<file path="config.mk">
export PLATFORM = sky130hd
export DESIGN_NAME = memory_stage_flat
export DESIGN_NICKNAME = d
export VERILOG_FILES = /design/src/rtl/memory_stage_if.sv /design/src/rtl/memory_stage.sv /design/src/flat_wrapper.sv
export SDC_FILE = /design/constraint.sdc
export NUM_CORES = 1
export LEC_CHECK = 0
export ABC_AREA = 1
export ABC_CLOCK_PERIOD_IN_PS = 1600
export CAP_MARGIN = 20
export CORE_MARGIN = 5
export CORE_UTILIZATION = 39
export CTS_CLUSTER_SIZE = 8
export DETAILED_ROUTE_END_ITERATION = 10
export PLACE_DENSITY = 0.71
export SYNTH_ARGS = -nofsm -noshare
export SYNTH_HDL_FRONTEND = slang
export SYNTH_SLANG_ARGS = --single-unit
export TNS_END_PERCENT = 10
</file>
<file path="constraint.sdc">
create_clock -name CLK -period 1.6 [get_ports CLK]
set_input_delay 0.24 -clock CLK [delete_from_list [all_inputs] [get_ports CLK]]
set_output_delay 0.24 -clock CLK [all_outputs]
set_load 0.005 [all_outputs]
</file>
<file path="src/rtl/memory_stage_if.sv">
// Data-cache port of the memory stage: request/response handshake plus coherence snoop.
interface memory_stage_if #(
    parameter int unsigned ADDR_W = 32
) ();
    logic              dmemREN;
    logic              dmemWEN;
    logic [ADDR_W-1:0] dmemaddr;
    logic [31:0]       dmemstore;
    logic              dhit;
    logic [31:0]       dmemload;
    logic              inv_valid;
    logic [ADDR_W-1:0] inv_addr;

    modport master (
        output dmemREN, dmemWEN, dmemaddr, dmemstore,
        input  dhit, dmemload, inv_valid, inv_addr
    );

    modport slave (
        input  dmemREN, dmemWEN, dmemaddr, dmemstore,
        output dhit, dmemload, inv_valid, inv_addr
    );
endinterface

</file>
<file path="src/rtl/memory_stage.sv">
// Pipeline memory stage: one data-cache access per load/store/LL/SC, stalls until dhit,
// owns the LL/SC link register and a saturating stall-cycle counter.
module memory_stage #(
    parameter int unsigned ADDR_W = 32,
    parameter int unsigned CNT_W  = 16
) (
    input  logic              CLK,
    input  logic              nRST,
    input  logic              ex_valid,
    input  logic              MemRead,
    input  logic              MemWrite,
    input  logic              LL,
    input  logic              SC,
    input  logic              flush,
    input  logic [ADDR_W-1:0] addr,
    input  logic [31:0]       store_data,
    memory_stage_if.master    dc,
    output logic [31:0]       dload,
    output logic              mem_stall,
    output logic [CNT_W-1:0]  stall_cnt
);
    localparam int unsigned WORD_W = ADDR_W - 2;
    localparam int unsigned DATA_W = 32;

    typedef enum logic [1:0] {
        IDLE   = 2'd0,
        ACCESS = 2'd1,
        DONE   = 2'd2
    } state_t;

    state_t              state_q, state_d;
    logic                ren_q, ren_d;
    logic                wen_q, wen_d;
    logic                ll_q, ll_d;
    logic                sc_q, sc_d;
    logic [ADDR_W-1:0]   addr_q, addr_d;
    logic [DATA_W-1:0]   data_q, data_d;
    logic [DATA_W-1:0]   dload_q, dload_d;
    logic                link_valid_q, link_valid_d;
    logic [WORD_W-1:0]   link_addr_q, link_addr_d;
    logic [CNT_W-1:0]    cnt_q, cnt_d;

    logic start_c;
    logic sc_op_c;
    logic snoop_hit_c;
    logic sc_ok_c;
    logic go_access_c;

    // Decode; a coincident matching snoop already kills the link for this SC.
    always_comb begin
        start_c     = ex_valid & ~flush & (MemRead | MemWrite);
        sc_op_c     = MemWrite & SC;
        snoop_hit_c = dc.inv_valid & (dc.inv_addr[ADDR_W-1:2] == link_addr_q);
        sc_ok_c     = link_valid_q & ~snoop_hit_c & (link_addr_q == addr[ADDR_W-1:2]);
        go_access_c = start_c & (MemRead | ~sc_op_c | sc_ok_c);
    end

    always_ff @(posedge CLK or negedge nRST) begin
        if (!nRST) begin
            state_q <= IDLE;
        end else begin
            state_q <= state_d;
        end
    end

    always_comb begin
        state_d = state_q;
        case (state_q)
            IDLE: begin
                if (go_access_c) begin
                    state_d = ACCESS;
                end else if (start_c) begin
                    state_d = DONE;
                end
            end
            ACCESS: begin
                if (dc.dhit) begin
                    state_d = DONE;
                end
            end
            DONE:    state_d = IDLE;
            default: state_d = IDLE;
        endcase
    end

    always_comb begin
        mem_stall    = ((state_q == IDLE) & start_c) | (state_q == ACCESS);
        dc.dmemREN   = ren_q;
        dc.dmemWEN   = wen_q;
        dc.dmemaddr  = addr_q;
        dc.dmemstore = data_q;
        dload        = dload_q;
        stall_cnt    = cnt_q;
    end

    // Request capture, load/SC result and link register update.
    always_comb begin
        ren_d        = ren_q;
        wen_d        = wen_q;
        ll_d         = ll_q;
        sc_d         = sc_q;
        addr_d       = addr_q;
        data_d       = data_q;
        dload_d      = dload_q;
        link_valid_d = link_valid_q;
        link_addr_d  = link_addr_q;

        if (snoop_hit_c) begin
            link_valid_d = 1'b0;
        end

        case (state_q)
            IDLE: begin
                if (go_access_c) begin
                    ren_d  = MemRead;
                    wen_d  = MemWrite;
                    ll_d   = MemRead & LL;
                    sc_d   = sc_op_c;
                    addr_d = addr;
                    data_d = store_data;
                end else if (start_c) begin
                    dload_d = '0;
                end
                if (start_c & sc_op_c) begin
                    link_valid_d = 1'b0;
                end
            end
            ACCESS: begin
                if (dc.dhit) begin
                    ren_d = 1'b0;
                    wen_d = 1'b0;
                    if (ren_q) begin
                        dload_d = dc.dmemload;
                    end else if (sc_q) begin
                        dload_d = DATA_W'(1);
                    end
                    // LL completion overrides a same-cycle snoop.
                    if (ll_q) begin
                        link_valid_d = 1'b1;
                        link_addr_d  = addr_q[ADDR_W-1:2];
                    end
                end
            end
            default: ;
        endcase
    end

    always_comb begin
        cnt_d = cnt_q;
        if (mem_stall && (cnt_q != {CNT_W{1'b1}})) begin
            cnt_d = cnt_q + CNT_W'(1);
        end
    end

    always_ff @(posedge CLK or negedge nRST) begin
        if (!nRST) begin
            ren_q        <= 1'b0;
            wen_q        <= 1'b0;
            ll_q         <= 1'b0;
            sc_q         <= 1'b0;
            addr_q       <= '0;
            data_q       <= '0;
            dload_q      <= '0;
            link_valid_q <= 1'b0;
            link_addr_q  <= '0;
            cnt_q        <= '0;
        end else begin
            ren_q        <= ren_d;
            wen_q        <= wen_d;
            ll_q         <= ll_d;
            sc_q         <= sc_d;
            addr_q       <= addr_d;
            data_q       <= data_d;
            dload_q      <= dload_d;
            link_valid_q <= link_valid_d;
            link_addr_q  <= link_addr_d;
            cnt_q        <= cnt_d;
        end
    end
endmodule

</file>
<file path="src/flat_wrapper.sv">
// flat-port wrapper written by rule: the top's interface ports become plain ports
module memory_stage_flat 
#(
    parameter int unsigned ADDR_W = 32,
    parameter int unsigned CNT_W  = 16
)
  (CLK, nRST, ex_valid, MemRead, MemWrite, LL, SC, flush, addr, store_data, dload, mem_stall, stall_cnt, dc_dmemREN, dc_dmemWEN, dc_dmemaddr, dc_dmemstore, dc_dhit, dc_dmemload, dc_inv_valid, dc_inv_addr);
  memory_stage_if #(.ADDR_W(ADDR_W)) dc_i ();
  input  logic CLK;
  input  logic nRST;
  input  logic ex_valid;
  input  logic MemRead;
  input  logic MemWrite;
  input  logic LL;
  input  logic SC;
  input  logic flush;
  input  logic [ADDR_W-1:0] addr;
  input  logic [31:0] store_data;
  output logic [31:0] dload;
  output logic mem_stall;
  output logic [CNT_W-1:0] stall_cnt;
  output wire logic [$bits(dc_i.dmemREN)-1:0] dc_dmemREN;
  output wire logic [$bits(dc_i.dmemWEN)-1:0] dc_dmemWEN;
  output wire logic [$bits(dc_i.dmemaddr)-1:0] dc_dmemaddr;
  output wire logic [$bits(dc_i.dmemstore)-1:0] dc_dmemstore;
  input wire logic [$bits(dc_i.dhit)-1:0] dc_dhit;
  input wire logic [$bits(dc_i.dmemload)-1:0] dc_dmemload;
  input wire logic [$bits(dc_i.inv_valid)-1:0] dc_inv_valid;
  input wire logic [$bits(dc_i.inv_addr)-1:0] dc_inv_addr;
  assign dc_dmemREN = dc_i.dmemREN;
  assign dc_dmemWEN = dc_i.dmemWEN;
  assign dc_dmemaddr = dc_i.dmemaddr;
  assign dc_dmemstore = dc_i.dmemstore;
  assign dc_i.dhit = dc_dhit;
  assign dc_i.dmemload = dc_dmemload;
  assign dc_i.inv_valid = dc_inv_valid;
  assign dc_i.inv_addr = dc_inv_addr;
  memory_stage #(.ADDR_W(ADDR_W), .CNT_W(CNT_W)) u_core (.CLK(CLK), .nRST(nRST), .ex_valid(ex_valid), .MemRead(MemRead), .MemWrite(MemWrite), .LL(LL), .SC(SC), .flush(flush), .addr(addr), .store_data(store_data), .dc(dc_i), .dload(dload), .mem_stall(mem_stall), .stall_cnt(stall_cnt));
endmodule
</file>
==> impl_summary.md, run 1 <==
Status
The flow ran to the end, but the final reports show violations. The final reports fail on setup timing.

Clock network
The number of buffers added by the clock tree synthesis step is 17. The latest clock arrival within the worst-skew pair is 0.42 ns. The root buffer cell chosen for the clock tree is sky130_fd_sc_hd__clkbuf_16. The number of buffers between clock root and the deepest sink is 2. In this run the number of H-tree levels came out at 4. The clock transition at the registers of the reported paths is 0.06 ns. The number of sinks on the clock net is about 150. The CTS tree is built.

Worst setup path
The kind of start point of the critical path is a flop. At the worst endpoint, the arrival time is roughly 2.3 ns. The type of the setup path with the least slack is reg2reg.

Setup slack on the worst reg-to-reg path comes out at -0.37 ns. Traced cell by cell, the critical path runs through xnor2_2 > nand3_1 > nor2_1 > nand2_1 > nor2_2 > nand3_2 > nand2_2 > nand2_4 > buf_4 > buf_4 > buf_6 > nand2_1 > o21ai_1. The slowest stage of the critical path is the sky130_fd_sc_hd__dfrtp_1 cell. The largest single stage delay on the critical path is around 0.43 ns. Counting cells, the worst reg-to-reg path comes to 13. The end of the worst register-to-register path is u_core.dc.dmemaddr[21]. The worst setup path is captured at a flop. The launching point of the worst reg2reg path is u_core.link_addr_q[28]. In this run the worst path has a maximum fanout of 8. For the worst setup path, the data required time is 1.91 ns.

Timing
For the finished layout, the period the worst path requires is approximately 2.0 ns. The number of pins exceeding their max-slew limit in the final report came to 0. The transition time at the pin with the least slew margin is approximately 0.48 ns. Measured against its own limit, the worst slew margin works out to 0.683. Setup violations remaining at the end of the flow were counted as approximately 110. The number of endpoints with negative hold slack in the final report is 0. The clock tree skew after final layout is about 0.0088 ns. Once routing completed, OpenROAD measured the worst setup slack at -0.366 ns. The highest clock frequency the design can meet is slightly above 500 MHz. The total negative slack is -32.28 ns. Setup repair after global routing could not meet its margin everywhere.

Of the available clock period, the critical path in the final layout requires 1.23.

Hold path
The class of the tightest hold or removal check is in2async.

Floorplanning
The area of the core is 18,000 µm². The floorplan step set the die width to between 100 and 150 µm. Pin placement for this block handled 253 I/O pins. The initial utilization of the core area, before any placement, comes to 0.398. From bottom edge to top edge, the die measures 146 µm.

The floorplan has between 40 and 50 rows. The floorplan step defined a die boundary enclosing 21,200 µm².

Power
The clock network fraction of total power is 0.301. In this run the power density over the cells is about 1300 nW/µm². The sequential power share is 0.368.

The leakage component of the power is 6.23 nW. The worst-case IR drop observed on VDD is between 0.7 and 0.8 mV. The logic gate share of total power is 0.331.

The switching part of the total is 0.304. The switching power is approximately 4.6 mW. The internal power of the cells totals between 10 and 15 mW.

Run
The max-cap violation count is 0.

GRT
The number of antenna violations at the first check in global routing was 0. The first global-routing pass estimated approximately 37,000 µm of wire. In the global route stage, overall resource usage came out at 0.214.

Entering global routing, the biggest net connects 55 pins. The total overflow left after global routing is 0. The number of global-route vias before repair came to 7,136.

Synthesis
The post-synthesis share of cell area spent on xor and xnor gates is 0.0366. The area of the mapped netlist is 7180 µm². By area the synthesized netlist is led by sky130_fd_sc_hd__dfrtp_1 (52%), sky130_fd_sc_hd__nand2_1 (21%), sky130_fd_sc_hd__nor2_1 (5.7%), sky130_fd_sc_hd__inv_1 (3.7%), sky130_fd_sc_hd__nand3_1 (2.9%). The synthesized-area fraction occupied by ao, oa, aoi and oai cells was 0.0458. The average footprint of a synthesized cell is 7.58 µm². The gate count of the mapped netlist is approximately 950.

Of the total synthesized cell area, the portion taken by full adders, half adders and majority gates is 0.00174. Of the total synthesized cell area, the portion taken by AND, OR, NAND and NOR gates is 0.312. The commonest cells after synthesis are sky130_fd_sc_hd__nand2_1 (406), sky130_fd_sc_hd__dfrtp_1 (149), sky130_fd_sc_hd__nor2_1 (110). The portion of synthesized area spent on multiplexers is 0.00314.

The number of synthesis warnings is 0. The number of nets handed over by synthesis was around 1,100. The sequential-to-total area share from yosys stat is 0.519.

Yosys mapped the design onto 27 distinct sky130hd cell types. The largest family of logic cells by synthesized area is simple AND/OR/NAND/NOR gates. The most frequent cell after synthesis is sky130_fd_sc_hd__nand2_1. The cell accounting for the most synthesized area is sky130_fd_sc_hd__dfrtp_1.

Counting flops with an async set or reset pin after synthesis yields a share of 1.00. In the synthesized netlist the dominant register cell turns out to be sky130_fd_sc_hd__dfrtp_1. The fraction of synthesized cell area taken by the top area cell type is 0.519. The number of enable flip-flop cells after synthesis is 0.

The flip-flop and latch count after synthesis is 149.

Drt
After detailed routing, the total wire length is roughly 23,000 µm. In this run the remaining antenna-violating nets after routing total 0. The total iterations of the first detailed-routing run is 4. After detailed routing, the average wire length per cell comes to 15.3 µm.

The detailed-route via count is 7,168. The total DRC errors in the routed layout is 0. The via count normalized by instance count is ~4.7. The starting DRC count in detailed routing is about 260.

Cells and area
The filler cell count in the final layout is ~1,500. The repair_antennas step left the layout with diodes totalling 0. Measured on the finished design, the core utilization comes to 0.653. After the last flow step, the layout net total stands at about 1,400. In the final layout, the share of cells above drive strength 1 is 0.171. The number of non-filler instances in the completed layout is about 1,500.

The area growth from synthesis to layout is 64.0%.

Placed design
The port buffer count is between 200 and 300. After legalization and detailed placement, the total HPWL measured 16,200 µm. The weighted congestion reported at the end of routability-driven placement is 0.832. The number of placed instances, taps included, is between 1,000 and 1,500.
[stage by stage]
step	hold WS (ns)	instance area, µm²	power (mW)	worst slack, ns
4_1_cts	0.173	11500	15.1	-0.333
3_5_place_dp	0.0553	10500	10.3	-0.648
2_1_floorplan	-0.0556	7180	7.43	-0.00124
3_3_place_gp	0.0536	10500	10.2	-0.599
5_1_grt	0.189	11800	16.0	-0.494
6_report	0.184	11800	15.0	-0.366
[cells by family (layout without fill, tap and decap cells)]
group,after synthesis,in the layout
flip-flops,149,149
XOR/XNOR,30,30
AO/OA/AOI/OAI,64,64
multiplexers,2,2
adder cells (fa/ha/maj),1,1
AND/OR/NAND/NOR,573,573
buffers and inverters,129,477
[worst max-delay path: cells and delay by family (launching register included)]
family	cells	cell delay (ns)
AO/OA/AOI/OAI	1	0.05
XOR/XNOR	1	0.21
buffers and inverters	3	0.40
flip-flops	1	0.43
AND/OR/NAND/NOR	8	0.75
[timing repair]
item / CTS / global route
gates cloned: 4 / 3
hold buffers: 1 / 0
setup endpoints to repair: 138 / 133
endpoints found under the hold margin: 149 / 0
resized for setup: 79 / 61
buffers inserted: 9 / 1
pin swaps: 19 / 16
[area by class of cell]
cell class	count	area, µm²	area share
multi-input cells	670	3110	0.264
well taps	229	287	0.0243
clock buffers	22	464	0.0394
flip-flops and latches	149	3730	0.317
repair buffers	354	3640	0.309
clock inverters	9	199	0.0169
inverters	92	353	0.0300
[power by group through the flow]
stage                     registers, mW  logic [mW]  clock network [mW]
after CTS                          5.52        4.93                4.61
after detailed placement           5.52        4.79                   0
after floorplan                    5.48        1.94                   0
after global routing               5.67        5.53                4.76
after global placement             5.50        4.70                   0
final                              5.53        4.97                4.53
[flip-flops by register name (all words and copies together), names as in the netlist]
signal	flops
u_core.dc.dmemstore	32
u_core.link_addr_q	30
u_core.dc.dmemaddr	32
u_core.sc_q	1
u_core.dload	32
u_core.link_valid_q	1
u_core.state_q	2
u_core.ll_q	1
u_core.dc.dmemREN	1
u_core.dc.dmemWEN	1
u_core.stall_cnt	16
[layout by cell type, fill, tap and decap left out, types with 3 or more instances in the layout]
| master | Yosys | layout |
|---|---|---|
| sky130_fd_sc_hd__dfrtp_1 | 149 | 147 |
| sky130_fd_sc_hd__nand2_2 | 1 | 36 |
| sky130_fd_sc_hd__o21ai_1 | 19 | 21 |
| sky130_fd_sc_hd__nand2_4 | 1 | 6 |
| sky130_fd_sc_hd__a21oi_1 | 29 | 29 |
| sky130_fd_sc_hd__inv_2 | 19 | 18 |
| sky130_fd_sc_hd__clkbuf_16 | 0 | 20 |
| sky130_fd_sc_hd__dlygate4sd2_1 | 0 | 24 |
| sky130_fd_sc_hd__xor2_1 | 12 | 12 |
| sky130_fd_sc_hd__dlymetal6s2s_1 | 0 | 21 |
| sky130_fd_sc_hd__inv_1 | 70 | 70 |
| sky130_fd_sc_hd__nor2_1 | 110 | 102 |
| sky130_fd_sc_hd__buf_16 | 0 | 6 |
| sky130_fd_sc_hd__nand2_1 | 406 | 365 |
| sky130_fd_sc_hd__clkbuf_1 | 17 | 3 |
| sky130_fd_sc_hd__nor3_1 | 4 | 3 |
| sky130_fd_sc_hd__o21ai_2 | 1 | 5 |
| sky130_fd_sc_hd__xnor2_1 | 18 | 13 |
| sky130_fd_sc_hd__o21ai_0 | 13 | 7 |
| sky130_fd_sc_hd__nand3_2 | 0 | 3 |
| sky130_fd_sc_hd__xnor2_2 | 0 | 5 |
| sky130_fd_sc_hd__buf_4 | 0 | 76 |
| sky130_fd_sc_hd__buf_6 | 12 | 9 |
| sky130_fd_sc_hd__clkinv_1 | 3 | 3 |
| sky130_fd_sc_hd__bufinv_16 | 0 | 6 |
| sky130_fd_sc_hd__clkdlybuf4s50_1 | 0 | 203 |
| sky130_fd_sc_hd__nor2_2 | 0 | 8 |
| sky130_fd_sc_hd__nand4_1 | 7 | 7 |
| sky130_fd_sc_hd__buf_12 | 0 | 10 |
| sky130_fd_sc_hd__nand3_1 | 41 | 38 |
[per-layer routing]
metal  GRT usage  up-vias  routed length, µm
li1            -     3562                  -
met5           0        -                  0
met1       0.279     3345              10000
met3      0.0561       41               1490
met2       0.347      220              11200
met4      0.0737        0                541
[worst max path at each step]
stage	startpoint	endpoint	slack (ns)	depth (start not counted)
floorplan	u_core.link_addr_q[22]	u_core.dc.dmemaddr[10]	-0.001	14
global placement	dc_inv_addr[17]	u_core.dload[12]	-0.60	14
detailed placement	dc_inv_addr[14]	u_core.state_q[0]	-0.65	12
CTS	u_core.link_addr_q[9]	u_core.dload[29]	-0.33	15
global route	u_core.link_addr_q[10]	u_core.dload[30]	-0.49	14
finish	u_core.link_addr_q[28]	u_core.dc.dmemaddr[21]	-0.37	13
(Power assumes the default switching activity.)
==> inputs of run 2 (changes only) <==
Settings changed: REMOVE_ABC_BUFFERS set to 1.
==> impl_summary.md, run 2 (same netlist as run 1, synthesis figures left out) <==
Clock network
The level count of the clock H-tree is 4 (unchanged). The number of buffers between clock root and the deepest sink is 2 (unchanged). The clock transition at the registers of the reported paths is 0.07 ns (about the same). The number of sinks on the clock net was 149 (unchanged).

The number of buffers added by the clock tree synthesis step is 17 (unchanged). TritonCTS built the clock tree. The latest clock arrival within the worst-skew pair was 0.42 ns (about the same). The cell sitting at the root of the clock tree is a sky130_fd_sc_hd__clkbuf_16.

Worst setup path
The largest stage delay on the critical path is 0.43 ns (about the same). The count of cell instances traversed by the critical path is 16 (+3). The critical path goes through buf_6 > inv_2 > nand2_1 > nand2_1 > nor2_1 > nand2_1 > nor2_2 > nand2_1 > nor2_2 > nand3_2 > nand2_4 > nand2_8 > nand2_8 > clkbuf_16 > nand2_1 > nand2_1. The most numerous cell on the critical path is sky130_fd_sc_hd__nand2_1. The slack of the worst reg-to-reg path was -0.41 ns (-0.04 ns). The type of destination of the critical path is a flop. The dominant delay contributor by cell family on the critical path is simple AND/OR/NAND/NOR gates.

STA classifies the critical path startpoint as a flop. The type of the setup path with the least slack is reg2reg. The buffer and inverter count on the worst path is 3 (unchanged). The launching point of the worst reg2reg path is u_core.link_addr_q[24].

The worst-path maximum fanout is 8 (unchanged). The worst reg-to-reg path cell count was 16 (+3). The cell with the largest stage delay on the worst path is sky130_fd_sc_hd__dfrtp_1. The end of the worst register-to-register path is u_core.dload[10].

Following the worst setup path forward leads to its endpoint at u_core.dload[10]. The required time of the worst setup path is 1.96 ns (+0.05 ns). The arrival time reported for the critical path endpoint came to 2.37 ns (+0.10 ns). The critical path starts at u_core.link_addr_q[24].

GRT
The global-route wire length before repair is 36,500 µm (-1.6%). The maximum number of pins on one net before global-route repair is 63 (+15%). The number of global-route vias before repair is 7,151 (+0.21%). The global router's overall resource usage is 0.209 (-0.00463). The number of antenna violations at the first check in global routing is 1 (+1). The global-route congestion overflow total is 0 (unchanged).

Timing
The total negative slack is -37.84 ns (-5.56 ns). The shortest clock period the worst path allows after layout is 2.01 ns (+0.0430 ns). The highest clock frequency the design can meet was 498 MHz (-2.1%). The clock tree skew after final layout is 0.0110 ns (+0.00216 ns). The relative max-transition margin is 0.742 (+0.0585). The number of setup violations in the final report is 102 (-3.8%).

The number of endpoints with negative hold slack in the final report is 0 (unchanged). The fraction of the cycle the final worst path needs is 1.26 (+0.0269). The transition time at the pin with the least slew margin is 0.387 ns (-0.0878 ns).

The worst slack on hold paths came to 0.294 ns (+0.111 ns). Setup repair after global routing could not meet its margin everywhere. The final worst setup slack is -0.409 ns (-0.0430 ns). The number of pins exceeding their max-slew limit in the final report was 0 (unchanged).

Placed design
The setup slack at placement came to -0.692 ns (-0.0438 ns). The port buffer count came to 250 (unchanged). The final HPWL from detailed placement came to 16,400 µm (+0.67%). The weighted congestion reported at the end of routability-driven placement is 0.823 (-1.0%). The post-place instance area is 10,500 µm² (about the same).

The number of placed instances, taps included was 1,481 (+0.20%).

Cells and area
The number of non-filler instances in the completed layout was 1,531 (+0.39%). The fraction of layout cells with a size suffix above 1 came to 0.174 (+0.00305). Leaving out fill and tap cells, the most frequent cells in the layout are sky130_fd_sc_hd__nand2_1 (373), sky130_fd_sc_hd__clkdlybuf4s50_1 (203), sky130_fd_sc_hd__dfrtp_1 (148).

The share of the core filled with cells is 0.653 (about the same). The most common cell after layout, fill and taps aside is sky130_fd_sc_hd__nand2_1. The net count reported at finish was 1,428 (+0.35%). The diode insertion count for antenna repair is 0 (unchanged). The area overhead of the layout relative to synthesis was 63.8% (about the same). The design area is 11,800 µm² (about the same).

Drt
The number of antenna-violating nets in the routed design came to 0 (unchanged). The total iterations of the first detailed-routing run is 4 (unchanged). The routed length per placed instance came to 15.9 µm (+4.0%).

The routed wire length is 24,300 µm (+4.4%). The via count normalized by instance count came to 4.72 (+0.36%). The starting DRC count in detailed routing is 322 (+22%). The detailed-route via count was 7,222 (+0.75%).

The total DRC errors in the routed layout came to 0 (unchanged).

Status
The flow ran to the end, but the final reports show violations. The final reports fail on setup timing.

Hold path
The class of the tightest hold or removal check is in2async.

Power
The largest voltage drop on the vdd net is 0.792 mV (+8.0%). The power per cell area is 1230 nW/µm² (-3.2%). The leakage component of the power came to 6.23 nW (about the same). The post-route total power was 14.5 mW (-3.3%).

Floorplanning
The number of I/O pins is 253 (unchanged). The die outline area came to 21,200 µm² (unchanged). The row count is 49 (unchanged).

The area of the core is 18,000 µm² (unchanged). The width of the die is 146 µm (unchanged). The initial standard-cell utilization of the core is 0.398 (unchanged). The die height came to 146 µm (unchanged).

Run
The max-cap violation count is 0 (unchanged).
## run 2: cell count changes in the layout (fill, tap and decap cells not counted), moves of 5 or more
cell,previous run,this run
sky130_fd_sc_hd__nand2_2,36,30
sky130_fd_sc_hd__bufinv_16,6,1
sky130_fd_sc_hd__nand2_1,365,373
sky130_fd_sc_hd__buf_4,76,81
sky130_fd_sc_hd__clkbuf_16,20,27
## run 2: power breakdown
part / total [mW] / switching (mW) / internal (mW) / leakage [nW]
sequential: 5.49 / 0.759 / 4.73 / 1.86
combinational: 5.12 / 2.33 / 2.79 / 4.10
clock: 3.92 / 1.67 / 2.25 / 0.274
total: 14.5 / 4.76 / 9.77 / 6.23
## run 2: worst min path at each step
stage / start / end / cells after the start
floorplan: nRST / u_core.dc.dmemREN / 0
global placement: nRST / u_core.dload[31] / 1
detailed placement: nRST / u_core.dload[31] / 1
CTS: nRST / u_core.dload[31] / 2
global route: nRST / u_core.dload[11] / 2
finish: nRST / u_core.dload[31] / 2
## run 2: worst reg2reg max path, cell delays in order, from the launching register on
cell and delay [ns]:
sky130_fd_sc_hd__dfrtp_1 0.43, sky130_fd_sc_hd__buf_6 0.12, sky130_fd_sc_hd__inv_2 0.03, sky130_fd_sc_hd__nand2_1 0.04, sky130_fd_sc_hd__nand2_1 0.06, sky130_fd_sc_hd__nor2_1 0.13, sky130_fd_sc_hd__nand2_1 0.09, sky130_fd_sc_hd__nor2_2 0.12
sky130_fd_sc_hd__nand2_1 0.08, sky130_fd_sc_hd__nor2_2 0.09, sky130_fd_sc_hd__nand3_2 0.09, sky130_fd_sc_hd__nand2_4 0.12, sky130_fd_sc_hd__nand2_8 0.13, sky130_fd_sc_hd__nand2_8 0.15, sky130_fd_sc_hd__clkbuf_16 0.17, sky130_fd_sc_hd__nand2_1 0.06
sky130_fd_sc_hd__nand2_1 0.05
## run 2: per-layer routing
layer  vias to the layer above  share of wire  GRT usage
li1                       3581              -          -
met1                      3372           0.42      0.270
met2                       232           0.49      0.338
met3                        35          0.071     0.0632
met4                         2          0.019     0.0667
met5                         -        0.00045          0
## run 2: cell type report
cell class | instances | area, µm²
clock buffer | 20 | 457
clock inverter | 12 | 119
fill | 1554 | 6260
inverter | 92 | 360
multi-input combinational | 671 | 3120
sequential | 149 | 3730
tap | 229 | 287
timing repair buffer | 358 | 3700
## run 2: what timing repair did
action,CTS,global route
endpoints found under the hold margin,31,0
cloned,0,13
setup buffers,2,2
setup endpoints to repair,129,139
pin swaps,3,32
hold buffers,1,0
gates resized for setup,41,96
==> inputs of run 3 (changes only) <==
Settings changed: ABC_CLOCK_PERIOD_IN_PS 1600 to 2000, GPL_ROUTABILITY_DRIVEN set to 1, HOLD_SLACK_MARGIN set to 0.06, PLACE_DENSITY 0.71 to 0.68.
Clock period 1.6 ns to 2 ns, I/O delays scaled along.
==> impl_summary.md, run 3 (same netlist as run 1, synthesis figures left out) <==
Timing
The fraction of the cycle the final worst path needs is 0.978 (-0.278). The relative max-transition margin is 0.699 (-0.0425). The number of setup violations in the final report is 0 (-100%). The clock tree skew after final layout was 0.0117 ns (+0.000701 ns). The total negative slack was 0 ns (+37.84 ns).

The highest clock frequency the design can meet is 511 MHz (+2.7%). The number of endpoints with negative hold slack in the final report is 0 (unchanged). The shortest clock period the worst path allows after layout is 1.96 ns (-0.0533 ns). The worst slack on hold paths is 0.381 ns (+0.0864 ns). Setup repair after global routing could not meet its margin everywhere.

The number of pins exceeding their max-slew limit in the final report was 0 (unchanged). The transition time at the pin with the least slew margin is 0.451 ns (+0.0637 ns).

Power
The internal power contribution was 7.43 mW (-24%). The sequential power share is 0.405 (+0.027). The logic gate share of total power is 0.320 (-0.033). The switching power is 3.59 mW (-25%). The leakage component of the power came to 5.45 nW (-13%). The switching part of the total is 0.326 (-0.00188). The clock network fraction of total power is 0.276 (+0.006).

The post-route total power is 11.0 mW (-24%). The power per cell area is 998 nW/µm² (-19%). The largest voltage drop on the vdd net is 0.673 mV (-15%).

Floorplanning
The row count was 49 (unchanged). The width of the die was 146 µm (unchanged). The die height is 146 µm (unchanged).

The number of I/O pins is 253 (unchanged). The die outline area came to 21,200 µm² (unchanged). The area of the core was 18,000 µm² (unchanged). The initial standard-cell utilization of the core came to 0.398 (unchanged).

GRT
The global-route wire length before repair came to 34,300 µm (-6.0%). The maximum number of pins on one net before global-route repair is 70 (+11%). The global router's overall resource usage is 0.197 (-0.0124). The number of antenna violations at the first check in global routing is 0 (-1). The number of global-route vias before repair is 6,698 (-6.3%).

The global-route congestion overflow total is 0 (unchanged).

Clock network
The latest clock arrival within the worst-skew pair was 0.42 ns (about the same). TritonCTS built the clock tree. The level count of the clock H-tree is 4 (unchanged). The number of sinks on the clock net is 149 (unchanged). The clock root buffer is sky130_fd_sc_hd__clkbuf_16. The number of buffers added by the clock tree synthesis step was 17 (unchanged).

The number of buffers between clock root and the deepest sink came to 2 (unchanged). The clock transition at the registers of the reported paths was 0.06 ns (about the same).

Cells and area
The filler cell count in the final layout was 1,629 (+4.8%). The fraction of layout cells with a size suffix above 1 was 0.114 (-0.0594). The diode insertion count for antenna repair is 0 (unchanged). The net count reported at finish was 1,370 (-4.1%). The top cell types in the final layout, fill and taps aside, are sky130_fd_sc_hd__nand2_1 (379), sky130_fd_sc_hd__clkdlybuf4s50_1 (248), sky130_fd_sc_hd__dfrtp_1 (148). Compared with the post-synthesis result, the final layout area differs by 53.7%. The library cell used most frequently in the layout, excluding fill and tap cells, is sky130_fd_sc_hd__nand2_1.

Placed design
The weighted congestion reported at the end of routability-driven placement is 0.803 (-2.5%). The port buffer count is 250 (unchanged). The final HPWL from detailed placement was 15,500 µm (-5.2%).

Worst setup path
The slack of the worst reg-to-reg path is 0.04 ns (+0.45 ns). The worst-path maximum fanout was 8 (unchanged). The type of the setup path with the least slack is reg2reg. STA classifies the critical path endpoint as a flop.

The arrival time reported for the critical path endpoint is 2.26 ns (-0.11 ns). The worst setup path is launched from a flop. The required time of the worst setup path is 2.30 ns (+0.34 ns).

Status
The flow ran to the end, and the final reports show no timing, DRC or antenna violations.

Drt
The total iterations of the first detailed-routing run is 7 (+3). The starting DRC count in detailed routing is 394 (+22%). The routed length per placed instance is 15.2 µm (-4.2%).

The total DRC errors in the routed layout is 0 (unchanged). The routed wire length came to 22,400 µm (-7.8%). The via count normalized by instance count is 4.68 (-0.85%). The number of antenna-violating nets in the routed design was 0 (unchanged).

The detailed-route via count is 6,889 (-4.6%).

Run
The max-cap violation count was 0 (unchanged).

Hold path
The class of the tightest hold or removal check is in2async.
## run 3: final timing paths
kind,start,end,cells after the start
min reg2reg,u_core.dload[18],u_core.dload[18],2
max in group asynchronous,nRST,u_core.dc.dmemaddr[10],3
min,nRST,u_core.dc.dmemstore[21],2
min in group CLK,store_data[18],u_core.dc.dmemstore[18],3
max reg2reg,u_core.link_addr_q[23],u_core.dload[6],13
max,u_core.link_addr_q[23],u_core.dload[6],13
## run 3: metrics by stage
stage	setup WS, ns	instances	utilization	area, µm²
3_5_place_dp	-0.308	1431	0.562	10100
4_1_cts	0.00434	1464	0.594	10700
6_report	0.0439	1473	0.612	11000
5_1_grt	-0.126	1473	0.612	11000
2_1_floorplan	-0.911	911	-	6940
3_3_place_gp	-0.280	1431	0.562	10100
## run 3: power by group through the flow
stage                     sequential (mW)  clock, mW  combinational (mW)
after floorplan                      4.42          0                1.45
after global placement               4.45          0                3.36
after detailed placement             4.47          0                3.40
after CTS                            4.44       3.11                3.42
after global routing                 4.58       3.23                3.93
final                                4.46       3.04                3.52
## run 3: area by class of cell
cell class	instances	area, µm²	area share
clock buffer	19	433	0.0392
clock inverter	13	124	0.0112
inverter	92	348	0.0315
multi-input combinational	671	3030	0.274
sequential	149	3730	0.338
tap	229	287	0.0260
timing repair buffer	300	3090	0.280
## run 3: layer usage
| layer | wire (µm) | vias to the layer above | global-route usage |
|---|---|---|---|
| li1 | - | 3461 | - |
| met5 | 0 | - | 0 |
| met3 | 1880 | 33 | 0.0673 |
| met4 | 499 | 0 | 0.0718 |
| met1 | 9630 | 3180 | 0.251 |
| met2 | 10400 | 215 | 0.311 |
## run 3: repair_timing
action | in CTS | in global routing
gates resized for setup | 4 | 48
pin swaps | 0 | 8
setup endpoints to repair | 2 | 102
hold buffers | 1 | 0
hold endpoints to repair | 40 | 0
cloned | 0 | 8
setup buffers | 0 | 1
## run 3: critical path, stage by stage, from the launching register on
cell	delay, ns
sky130_fd_sc_hd__dfrtp_1	0.41
sky130_fd_sc_hd__xnor2_1	0.15
sky130_fd_sc_hd__nand2_1	0.16
sky130_fd_sc_hd__nor2_1	0.13
sky130_fd_sc_hd__nand2_1	0.09
sky130_fd_sc_hd__nor2_1	0.09
sky130_fd_sc_hd__nand2_1	0.10
sky130_fd_sc_hd__nand3_2	0.10
sky130_fd_sc_hd__nand2_4	0.08
sky130_fd_sc_hd__nand2_8	0.14
sky130_fd_sc_hd__nand2_8	0.09
sky130_fd_sc_hd__clkbuf_16	0.20
sky130_fd_sc_hd__nand2_2	0.05
sky130_fd_sc_hd__nand2_1	0.05
==> variant: new RTL, config.mk and constraints of run 1 <==
Encoding of `state_t`: now one-hot (3 bits for 3 states).
--- a/src/rtl/memory_stage.sv
+++ b/src/rtl/memory_stage.sv
@@ -22,10 +22,10 @@
     localparam int unsigned WORD_W = ADDR_W - 2;
     localparam int unsigned DATA_W = 32;
 
-    typedef enum logic [1:0] {
-        IDLE   = 2'd0,
-        ACCESS = 2'd1,
-        DONE   = 2'd2
+    typedef enum logic [2:0] {
+        IDLE   = 3'b001,
+        ACCESS = 3'b010,
+        DONE   = 3'b100
     } state_t;
 
     state_t              state_q, state_d;
Check against the original RTL: same outputs for any inputs over 4 cycles, from zero or initial values and one cycle with nRST low; so few cycles prove little.
==> variant against run 1 <==
  * Die area is 0.80% higher
  * Largest cell class unchanged
  * Via count is 1.8% higher
  * Sequential power is 1% higher
  * Non-clock buffer count is 5 higher
  * The run still ends with negative setup slack left
  * Cell count stayed put
  * Sequential cell count is 1 higher
  * Worst setup slack worse by 0.037 ns
  * Cell area is 2.3% higher
  * Wire length is 4.2% higher
  * Area after synthesis is 0.85% higher
  * Combinational power is 13% higher
  * Total power is 2.1% higher
  * Clock power is 9.1% lower
==> variant: results (changes against run 1) <==
----------------------------------------------------
[Placed design]
  Minimum setup slack after placement ... -0.6862 ns (was -0.6483 ns)
  GPL Wtd Cong ... 0.8665 (was 0.8318)
  Total instance count after detailed placement ... 1476 (was 1478)
  Placed wire-length estimate ... 15850 um (was 16250 um)

[Detailed routing]
  Met2 wire length ... 11530 um (was 11230 um)
  Top layer used by detailed routing ... met5 (was met4)
  Post-detailed-routing wire length ... 24270 um (was 23290 um)
  M1 wire length ... 10330 um (was 10030 um)
  Wire per inst ... 15.92 um (was 15.27 um)

[Global routing]
  Met1 Track Usage GR ... 0.2686 (was 0.2786)
  Aggregate global-route resource usage ... 0.2129 (was 0.2139)

[STA]
  Setup slack after layout ... -0.4039 ns (was -0.3664 ns)
  Clk_skew ... 0.01139 ns (was 0.008846 ns)
  Final number of setup-violating endpoints ... 104 (was 106)
  Hold WS ... 0.2556 ns (was 0.1835 ns)
  Final setup TNS ... -33.21 ns (was -32.28 ns)

[Synthesis]
  Synthesized Nets ... 1085 (was 1087)
  Number of library cell types mapped by synthesis ... 33 (was 27)
  Largest cells by area after synthesis ... sky130_fd_sc_hd__dfrtp_1 51%, sky130_fd_sc_hd__nand2_1 19%, sky130_fd_sc_hd__nand3_1 5.5%, sky130_fd_sc_hd__nor2_1 5.1%, sky130_fd_sc_hd__inv_1 4.2% (was sky130_fd_sc_hd__dfrtp_1 52%, sky130_fd_sc_hd__nand2_1 21%, sky130_fd_sc_hd__nor2_1 5.7%, sky130_fd_sc_hd__inv_1 3.7%, sky130_fd_sc_hd__nand3_1 2.9%)

[Power]
  Clk network pwr share ... 0.269 (was 0.301)
  Worst voltage drop across the vdd grid ... 820.7 uV (was 733.3 uV)
  Internal Power ... 10.36 mW (was 10.46 mW)
  Power dissipated in combinational cells ... 5.62 mW (was 4.97 mW)

[Outcome]
  Violated checks ... negative setup slack (unchanged)
  Outcome ... finished, violations left (unchanged)

[Critical path]
  Terminus of the critical flop-to-flop path ... u_core.dc.dmemstore[18] (was u_core.dc.dmemaddr[21])

[Cells and area]
  Fill cell instance count of the final layout ... 1483 (was 1541)
  Ratio of cells with drive above 1 in the final layout ... 0.1883 (was 0.1705)

----------------------------------------------------
==> variant: changes by cell type in the layout (fill, tap and decap cells not counted), sizes merged, moves of 4 or more <==
cell	delta
nor3	+4
nand3	+39
nor2	-10
inv	+4
clkbuf	+4
nand2	-45
dlygate4sd2	-5
==> variant: kinds of logic after synthesis <==
| kind of cell | count (synthesis) | share of synthesized area |
|---|---|---|
| buffers and inverters | 134 | 0.07445 |
| XOR/XNOR | 31 | 0.03748 |
| adder cells (fa/ha/maj) | 1 | 0.001727 |
| AND/OR/NAND/NOR | 564 | 0.3184 |
| AO/OA/AOI/OAI | 63 | 0.04491 |
| multiplexers | 3 | 0.004664 |
| flip-flops | 150 | 0.5184 |
==> variant: final cells by class <==
cell class,instances,area (sq um),share of cell area
Clock inverter,11,150.1,0.01246
Timing Repair Buffer,359,3747,0.3110
Inverter,93,349.1,0.02897
Clock buffer,21,450.4,0.03739
Tap cell,229,286.5,0.02378
Multi-Input combinational cell,662,3308,0.2746
Sequential cell,150,3756,0.3118
